===== src/rtl/dds_phase_gen_pkg.sv =====
// Shared defaults for the DDS phase generator slice.
package dds_phase_gen_pkg;
  localparam int PHASE_WIDTH_DEF = 32;
  localparam int ADDR_WIDTH_DEF  = 8;
  localparam int DATA_WIDTH_DEF  = 16;
  localparam int FIFO_DEPTH_DEF  = 4;
endpackage


===== src/rtl/dds_sample_fifo.sv =====
// Show-ahead sample buffer; head is forced to zero while empty so idle outputs stay clean.
module dds_sample_fifo
  import dds_phase_gen_pkg::*;
#(
  parameter int DEPTH = FIFO_DEPTH_DEF,
  parameter int WIDTH = DATA_WIDTH_DEF + 1
) (
  input  logic                     clk,
  input  logic                     rst_n,
  input  logic                     i_push,
  input  logic [WIDTH-1:0]         i_data,
  input  logic                     i_pop,
  output logic [WIDTH-1:0]         o_data,
  output logic                     o_empty,
  output logic [$clog2(DEPTH):0]   o_count
);
  localparam int PTRW = $clog2(DEPTH);
  localparam int CW   = PTRW + 1;

  logic [WIDTH-1:0] r_mem [DEPTH];
  logic [PTRW-1:0]  r_wr_ptr;
  logic [PTRW-1:0]  r_rd_ptr;
  logic [CW-1:0]    r_count;
  logic             w_full;
  logic             w_do_push;
  logic             w_do_pop;

  assign w_full    = (r_count == CW'(DEPTH));
  assign o_empty   = (r_count == '0);
  assign o_count   = r_count;
  assign w_do_push = i_push && !w_full;
  assign w_do_pop  = i_pop && !o_empty;
  assign o_data    = o_empty ? '0 : r_mem[r_rd_ptr];

  always_ff @(posedge clk or negedge rst_n) begin
    if (!rst_n) begin
      r_wr_ptr <= '0;
      r_rd_ptr <= '0;
      r_count  <= '0;
    end else begin
      if (w_do_push) r_wr_ptr <= r_wr_ptr + 1'b1;
      if (w_do_pop)  r_rd_ptr <= r_rd_ptr + 1'b1;
      r_count <= r_count + CW'(w_do_push) - CW'(w_do_pop);
    end
  end

  always_ff @(posedge clk) begin
    if (w_do_push) r_mem[r_wr_ptr] <= i_data;
  end

  // The issuer's credit scheme must keep this from ever firing.
  always_ff @(posedge clk) begin
    if (rst_n) assert (!(i_push && w_full)) else $error("dds_sample_fifo push while full");
  end
endmodule


===== src/rtl/dds_phase_gen.sv =====
// Phase accumulator + LUT address issue with credit flow control and a read-latency alignment pipe.
// Handshake: a sample transfers on a rising edge where sample_valid && sample_ready are both high.
module dds_phase_gen
  import dds_phase_gen_pkg::*;
#(
  parameter int PHASE_WIDTH = PHASE_WIDTH_DEF,
  parameter int ADDR_WIDTH  = ADDR_WIDTH_DEF,
  parameter int DATA_WIDTH  = DATA_WIDTH_DEF,
  parameter int FIFO_DEPTH  = FIFO_DEPTH_DEF
) (
  input  logic                   clk,
  input  logic                   rst_n,
  input  logic                   en,
  input  logic                   phase_clr,
  input  logic                   ftw_load,
  input  logic [PHASE_WIDTH-1:0] ftw_in,
  input  logic [PHASE_WIDTH-1:0] phase_off,
  output logic [ADDR_WIDTH-1:0]  r_addr,
  input  logic [DATA_WIDTH-1:0]  lut_q,
  output logic [DATA_WIDTH-1:0]  sample,
  output logic                   sample_wrap,
  output logic                   sample_valid,
  input  logic                   sample_ready
);
  localparam int CW = $clog2(FIFO_DEPTH) + 1;
  localparam int IW = CW + 1;

  logic [PHASE_WIDTH-1:0] r_acc;
  logic [PHASE_WIDTH-1:0] r_ftw;
  logic                   r_carry;
  logic                   r_v1;
  logic                   r_wrap1;
  logic                   r_v2;
  logic                   r_wrap2;

  logic [CW-1:0]          w_count;
  logic                   w_fifo_empty;
  logic [IW-1:0]          w_inflight;
  logic                   w_issue;
  logic [PHASE_WIDTH-1:0] w_acc_base;
  logic [PHASE_WIDTH-1:0] w_addr_phase;
  logic [PHASE_WIDTH:0]   w_acc_sum;
  logic [DATA_WIDTH:0]    w_head;

  // Every read still in the pipe owns a buffer slot; a same-cycle pop is not credited.
  assign w_inflight   = IW'(w_count) + IW'(r_v1) + IW'(r_v2);
  assign w_issue      = en && (w_inflight < IW'(FIFO_DEPTH));
  assign w_acc_base   = phase_clr ? '0 : r_acc;
  assign w_addr_phase = w_acc_base + phase_off;
  assign w_acc_sum    = {1'b0, w_acc_base} + {1'b0, r_ftw};

  always_ff @(posedge clk or negedge rst_n) begin
    if (!rst_n) begin
      r_acc   <= '0;
      r_ftw   <= '0;
      r_carry <= 1'b0;
      r_addr  <= '0;
      r_v1    <= 1'b0;
      r_wrap1 <= 1'b0;
      r_v2    <= 1'b0;
      r_wrap2 <= 1'b0;
    end else begin
      if (ftw_load) r_ftw <= ftw_in;
      r_v1 <= w_issue;
      if (w_issue) begin
        r_addr  <= w_addr_phase[PHASE_WIDTH-1 -: ADDR_WIDTH];
        r_acc   <= w_acc_sum[PHASE_WIDTH-1:0];
        // The carry of this add marks the next sample, whose phase is the wrapped result.
        r_wrap1 <= r_carry && !phase_clr;
        r_carry <= w_acc_sum[PHASE_WIDTH];
      end else if (phase_clr) begin
        r_acc   <= '0;
        r_carry <= 1'b0;
      end
      r_v2    <= r_v1;
      r_wrap2 <= r_wrap1;
    end
  end

  dds_sample_fifo #(
    .DEPTH (FIFO_DEPTH),
    .WIDTH (DATA_WIDTH + 1)
  ) u_fifo (
    .clk     (clk),
    .rst_n   (rst_n),
    .i_push  (r_v2),
    .i_data  ({r_wrap2, lut_q}),
    .i_pop   (sample_valid && sample_ready),
    .o_data  (w_head),
    .o_empty (w_fifo_empty),
    .o_count (w_count)
  );

  assign sample       = w_head[DATA_WIDTH-1:0];
  assign sample_wrap  = w_head[DATA_WIDTH];
  assign sample_valid = !w_fifo_empty;
endmodule


===== config.mk =====
export PLATFORM = sky130hd
export DESIGN_NAME = dds_phase_gen
export DESIGN_NICKNAME = d
export VERILOG_FILES = /design/src/rtl/dds_phase_gen_pkg.sv /design/src/rtl/dds_sample_fifo.sv /design/src/rtl/dds_phase_gen.sv
export SDC_FILE = /design/constraint.sdc
export NUM_CORES = 1
export LEC_CHECK = 0
export CAP_MARGIN = 20
export CORE_MARGIN = 3
export CORE_UTILIZATION = 46
export DETAILED_ROUTE_END_ITERATION = 16
export GPL_ROUTABILITY_DRIVEN = 0
export PLACE_DENSITY = 0.8
export SETUP_SLACK_MARGIN = 0.1
export SLEW_MARGIN = 30
export SYNTH_ARGS = -nofsm -noshare
export SYNTH_HDL_FRONTEND = slang
export SYNTH_HIERARCHICAL = 1
export SYNTH_SLANG_ARGS = --single-unit

===== constraint.sdc =====
create_clock -name clk -period 2.6 [get_ports clk]
set_input_delay 0.52 -clock clk [delete_from_list [all_inputs] [get_ports clk]]
set_output_delay 0.52 -clock clk [all_outputs]
set_load 0.005 [all_outputs]

==> impl_metrics.toml, run 1 <==
[run_status]
status = "finished with violations"
violations = "negative setup slack"

[job]
max-cap-violations = 0

[pwr]
pwr_density_cell_nw_per_um2 = 912
ir_drop_mv = 0.515
power.leakage_nw = 6.13

[worst_setup_path]
crit_family = "simple AND/OR/NAND/NOR gates"
cp-end-kind = "flip-flop"
crit_type = "reg -> reg"
cp_max_fo = 11
path_cells = "buf_4 > nor4bb_1 > a31oi_1 > o21ai_0 > nand2_1 > or3b_1 > o22ai_4 > buf_6 > xnor2_2 > nor2_2 > xnor2_1"
startpoint = "r_acc[18]"
max_stage_delay_ns = 0.59
worstPathRequired_ns = 2.91
arrival_ns = 3.14
path_buf_inv = 2
cp-start-kind = "flip-flop"
r2r_start = "r_acc[18]"
crit_slowest_cell = "dfrtp_1"

[hold_path]
worstHoldPathType = "in -> async"

[clock_network]
clock_path_buffers = 2
h-tree-depth = 4
cts_root_buffer = "clkbuf_16"
clk_pin_slew_worst_paths_ns = 0.08
clkSinkCount = 152
numCtsBuffers = 17
clk_latency_ns = 0.43
tritoncts = "done"

[global_routing]
overflow = 0
grt_first_pass_wirelength_um = 50200
grt_max_degree = 44
antenna_found_initial = 0
grt_pass1_vias = 9922
grt_use_total_pct = 23.9

[sta]
setup_viol = 20
finalCritPeriodShare_pct = 109
fin_hold_ws_ns = 0.0656
worst_pin_slew_ns = 0.567
setup_tns_ns = -2.16
rsz0062_at_grt = "yes"
period_needed_ns = 2.83
finalClockSkew_ns = 0.0131
hold_viol = 0
slew_viol_final = 0
finalWorstSetupSlack_ns = -0.227
max_clock_freq_mhz = 354
relSlewSlack_pct = 61.7

[layout]
synthToLayoutAreaGrowth_pct = 37.8
nNetsFinal = 1546
post-route-util_pct = 64.5
antenna-diode-count = 0
layout-drive-gt1-share_pct = 32.5

[logic_synthesis]
synth-edff-count = 68
synth.cell_area_sq_um = 11000
synthArstFlopShare_pct = 55.3
netlist_instances = 1155
synth-seq-cells = 152
syn_area_per_cell_sq_um = 9.54
yosysWarnings = 6
synth.distinct_cells = 91
syn_nets = 1266
synth_top_flop_cell = "dfrtp_1"
ys_seq_area_share_pct = 37.6

[die]
dieHeight_um = 161
start_util_pct = 46.8
die_area_sq_um = 25900
die_x_um = 161
num_rows = 56
io_pins = 112
coreArea_sq_um = 23500

[detailed_routing]
ant_nets = 0
vias_per_cell = 5.86
drc = 0
post_drt_wl_per_cell_um = 18.5
drtPass1Iterations = 5
via_count = 10355
drt-initial-drc-count = 962
wl_um = 32800

[placed_design]
dpl.hpwl_um = 22700
portBuffers = 111
==> Yosys cell counts (6+ instances only) <==
cell type / n / area share (%)
nand4bb_1: 6 / 0.61
nor3_1: 17 / 0.77
or2_2: 6 / 0.34
buf_4: 8 / 0.54
a21oi_1: 59 / 2.7
nor4b_1: 6 / 0.48
o21bai_1: 14 / 0.95
o21a_1: 7 / 0.48
nor2b_1: 35 / 2.0
o31ai_1: 10 / 0.68
inv_1: 37 / 1.3
mux4_1: 9 / 2.1
o21ai_1: 11 / 0.50
nor2b_4: 8 / 1.0
o21ba_2: 6 / 0.54
buf_6: 7 / 0.72
nand2_1: 103 / 3.5
dfrtp_1: 84 / 19
and3_1: 6 / 0.34
xnor2_1: 62 / 4.9
a21o_1: 13 / 0.89
buf_1: 8 / 0.27
mux2_2: 25 / 2.6
mux4_2: 8 / 1.6
o211ai_1: 13 / 0.89
a32oi_1: 7 / 0.56
ha_1: 24 / 2.7
nand2b_1: 8 / 0.45
a31oi_1: 42 / 2.4
nor4bb_1: 18 / 1.6
xor2_1: 37 / 2.9
a22oi_1: 8 / 0.54
edfxtp_1: 68 / 19
o22ai_1: 23 / 1.3
nor4_1: 7 / 0.40
clkbuf_1: 34 / 1.2
a211oi_1: 6 / 0.41
and2_1: 10 / 0.57
o21ai_0: 59 / 2.7
nand3_1: 27 / 1.2
buf_2: 50 / 2.3
nand4_1: 7 / 0.40
nor2_1: 70 / 2.4
==> cell usage in the layout, fill, tap and decap left out, types with 17 or more instances in the layout <==
cell type	count
o22ai_1	18
nor2_1	68
o21ai_1	23
clkbuf_16	17
ha_1	19
nand2_1	102
inv_1	37
a31oi_1	38
mux4_2	17
mux2_2	24
dfrtp_1	72
xor2_1	36
xnor2_1	55
edfxtp_1	68
o21ai_0	43
buf_4	233
clkdlybuf4s50_1	83
buf_6	19
nand3_1	26
a21oi_1	55
nor2b_1	28
==> logic make-up after synthesis <==
logic type / synth area share (%)
AOI/OAI and AO/OA: 20.6
xor gates and xnor gates: 7.87
adders and majority gates: 3.36
buffers and inverters: 6.45
DFF: 37.6
muxes: 6.43
and+or+nand+nor: 17.7
==> stage by stage <==
step / std cells / total power [mW] / instance area [sq um] / worst slack [ns]
floorplan: 1155 / 7.86 / 11200 / -0.701
global placement: 1696 / 10.3 / 13900 / -0.436
detailed placement: 1696 / 10.6 / 13900 / -0.484
CTS: 1758 / 13.5 / 15000 / -0.103
global route: 1767 / 14.6 / 15200 / -0.291
finish: 1767 / 13.9 / 15200 / -0.227
==> state kept, by name (all words and copies together) (netlist names) <==
name / count
u_fifo/r_rd_ptr: 2
r_wrap1: 1
r_carry: 1
u_fifo/o_count: 3
r_addr: 8
r_ftw: 32
u_fifo/r_mem: 68
u_fifo/r_wr_ptr: 2
r_acc: 32
r_v2: 1
r_wrap2: 1
r_v1: 1
==> area by class of cell <==
| type | count | area, sq um |
|---|---|---|
| timing repair buffer | 370 | 3150 |
| inverter | 37 | 139 |
| multi-input combinational | 857 | 6740 |
| tap | 319 | 399 |
| clock inverter | 15 | 174 |
| clock buffer | 17 | 425 |
| sequential | 152 | 4160 |
| fill | 1768 | 8350 |
==> routing by layer <==
layer | vias up | wire length, um | global-route usage (%)
li1 | 4802 | - | -
met5 | - | 0 | 0
met4 | 0 | 986 | 8.06
met1 | 5037 | 13100 | 30.1
met3 | 71 | 2060 | 3.04
met2 | 445 | 16600 | 42.4
==> final timing paths <==
kind	end	slack (ns)	cells past startpoint
max reg2reg	r_acc[22]	-0.23	11
min reg2reg	r_v2	0.40	0
min in group clk	r_v2	0.40	0
min	r_ftw[10]	0.07	1
max	r_acc[22]	-0.23	11
max in group asynchronous	r_acc[3]	1.83	2
==> power breakdown <==
part / internal [mW] / switching (mW)
logic: 3.98 / 3.67
clock network: 1.30 / 1.20
registers: 3.13 / 0.584
==> timing repair <==
action	4_1_cts	5_1_grt
endpoints found under the setup margin	46	44
hold buffers	0	0
pin swaps	43	34
buffers inserted	32	9
gates resized for setup	111	59
(Power assumes the default switching activity.)
==> run 2, diff against run 1 <==
--- a/config.mk
+++ b/config.mk
@@ -6,7 +6,7 @@
 export NUM_CORES = 1
 export LEC_CHECK = 0
 export CAP_MARGIN = 20
-export CORE_MARGIN = 3
+export CORE_MARGIN = 1.5
 export CORE_UTILIZATION = 46
 export DETAILED_ROUTE_END_ITERATION = 16
 export GPL_ROUTABILITY_DRIVEN = 0
==> impl_metrics.toml, run 2 (synthesis results as in run 1) <==
[worst_setup_path]
cp_max_fo = 3
startpoint = "r_acc[1]"
crit_type = "reg -> reg"
worstPathRequired_ns = 2.92
cp-end-kind = "flip-flop"
r2r_start = "r_acc[1]"
arrival_ns = 3.14
cp-start-kind = "flip-flop"

[clock_network]
tritoncts = "done"
clk_latency_ns = 0.44
clock_path_buffers = 2
h-tree-depth = 4
clkSinkCount = 152
cts_root_buffer = "clkbuf_16"
numCtsBuffers = 17
clk_pin_slew_worst_paths_ns = 0.07

[detailed_routing]
vias_per_cell = 5.89
wl_um = 33200
post_drt_wl_per_cell_um = 18.7
drtPass1Iterations = 5
via_count = 10455
drc = 0
ant_nets = 0
drt-initial-drc-count = 893

[layout]
nNetsFinal = 1552
largest_reg_flops = 68
layout-drive-gt1-share_pct = 33.8
synthToLayoutAreaGrowth_pct = 40.0
fillCellCount = 1684
largestRegisters = "u_fifo/r_mem (68), r_acc (32), r_ftw (32)"
most-common-layout-cells = "buf_4 (231), nand2_1 (101), clkdlybuf4s50_1 (84)"
regMostFlops = "u_fifo/r_mem"
layout.cells.most_common = "buf_4"

[placed_design]
dpl.hpwl_um = 22900
portBuffers = 111

[die]
start_util_pct = 47.0
die_x_um = 158
dieHeight_um = 158
die_area_sq_um = 24900
num_rows = 56
io_pins = 112
coreArea_sq_um = 23500

[global_routing]
met1_usage_pct = 31.9
grt_use_total_pct = 26.5
grt_busiest_layer = "met2"
use_met2_pct = 45.9
grt_max_degree = 62
grt_first_pass_wirelength_um = 51300
grt_use_met3_pct = 5.53
antenna_found_initial = 0
grt_pass1_vias = 10254
overflow = 0

[sta]
relSlewSlack_pct = 64.6
worst_pin_slew_ns = 0.531
setup_tns_ns = -2.32
period_needed_ns = 2.82
hold_viol = 0
finalClockSkew_ns = 0.0153
slew_viol_final = 0
fin_hold_ws_ns = 0.379
finalCritPeriodShare_pct = 108
setup_viol = 21
max_clock_freq_mhz = 355
finalWorstSetupSlack_ns = -0.219
rsz0062_at_grt = "yes"

[pwr]
p_sw_mw = 5.50
power.leakage_nw = 6.23
power_frac_comb_pct = 55.5
pwr_density_cell_nw_per_um2 = 914
seq_power_share_pct = 26.5
power_mw = 14.1
power_frac_clock_pct = 18.0
ir_drop_mv = 0.477
p_int_mw = 8.60
switching_share_pct = 39.0

[hold_path]
worstHoldPathType = "reg -> reg"
hold_start = "r_v1"

[run_status]
violations = "negative setup slack"
status = "finished with violations"

[job]
max-cap-violations = 0
## run 2: metal layers
layer / vias up / wire, um
met3: 112 / 2130
li1: 4812 / -
met4: 0 / 1250
met2: 481 / 16500
met5: - / 0
met1: 5050 / 13200
## run 2: repair_timing
action	in CTS	in global routing
setup endpoints to repair	45	48
gates cloned	1	0
setup buffers	21	13
hold endpoints to repair	3	0
pin swaps	36	49
hold buffers	1	0
gates resized for setup	121	93
## run 2: final cells by class
cell class	count	area [sq um]	area share, %
clock inverter	14	161	1.05
tap	319	399	2.59
sequential	152	4160	27.0
inverter	37	139	0.900
antenna	1	2.50	0.0162
multi-input combinational	857	6870	44.5
clock buffer	18	429	2.78
timing repair buffer	376	3260	21.2
## run 2: path summary, 6_finish.rpt
| check | slack [ns] | to | cells after the start |
|---|---|---|---|
| worst max-delay path | -0.22 | r_acc[28] | 14 |
| worst min-delay path | 0.38 | r_v2 | 0 |
| worst max register to register | -0.22 | r_acc[28] | 14 |
| worst min register to register | 0.38 | r_v2 | 0 |
| max in group asynchronous | 1.36 | u_fifo/r_rd_ptr[1] | 3 |
| min in group asynchronous | 0.53 | r_acc[10] | 2 |
## run 2: through the flow
step | utilization [%] | std cells | setup WS (ns) | cell area [sq um]
6_report | 65.7 | 1774 | -0.219 | 15400
3_3_place_gp | 59.5 | 1710 | -0.517 | 14000
3_5_place_dp | 59.5 | 1710 | -0.591 | 14000
4_1_cts | 64.3 | 1764 | -0.0787 | 15100
5_1_grt | 65.7 | 1773 | -0.345 | 15400
2_1_floorplan | - | 1155 | -0.701 | 11200
## run 2: power by group through the flow
stage                     Clock, mW  Sequential (mW)  Combinational (mW)
after floorplan                   0             3.36                4.50
after global placement            0             3.68                6.59
after detailed placement          0             3.72                6.86
after CTS                      2.53             3.70                7.36
after global routing           2.67             3.82                8.44
final                          2.54             3.74                7.82
## run 2: critical path: stages, from the launching register on
cell	delay, ns
dfrtp_1	0.39
nor2b_4	0.14
xor2_2	0.19
ha_4	0.19
buf_6	0.12
a21oi_4	0.12
a2111oi_4	0.05
o22ai_2	0.24
o211a_1	0.25
o21ai_4	0.10
a211oi_4	0.37
inv_1	0.11
a31oi_2	0.17
xor2_1	0.17
o21ai_1	0.08
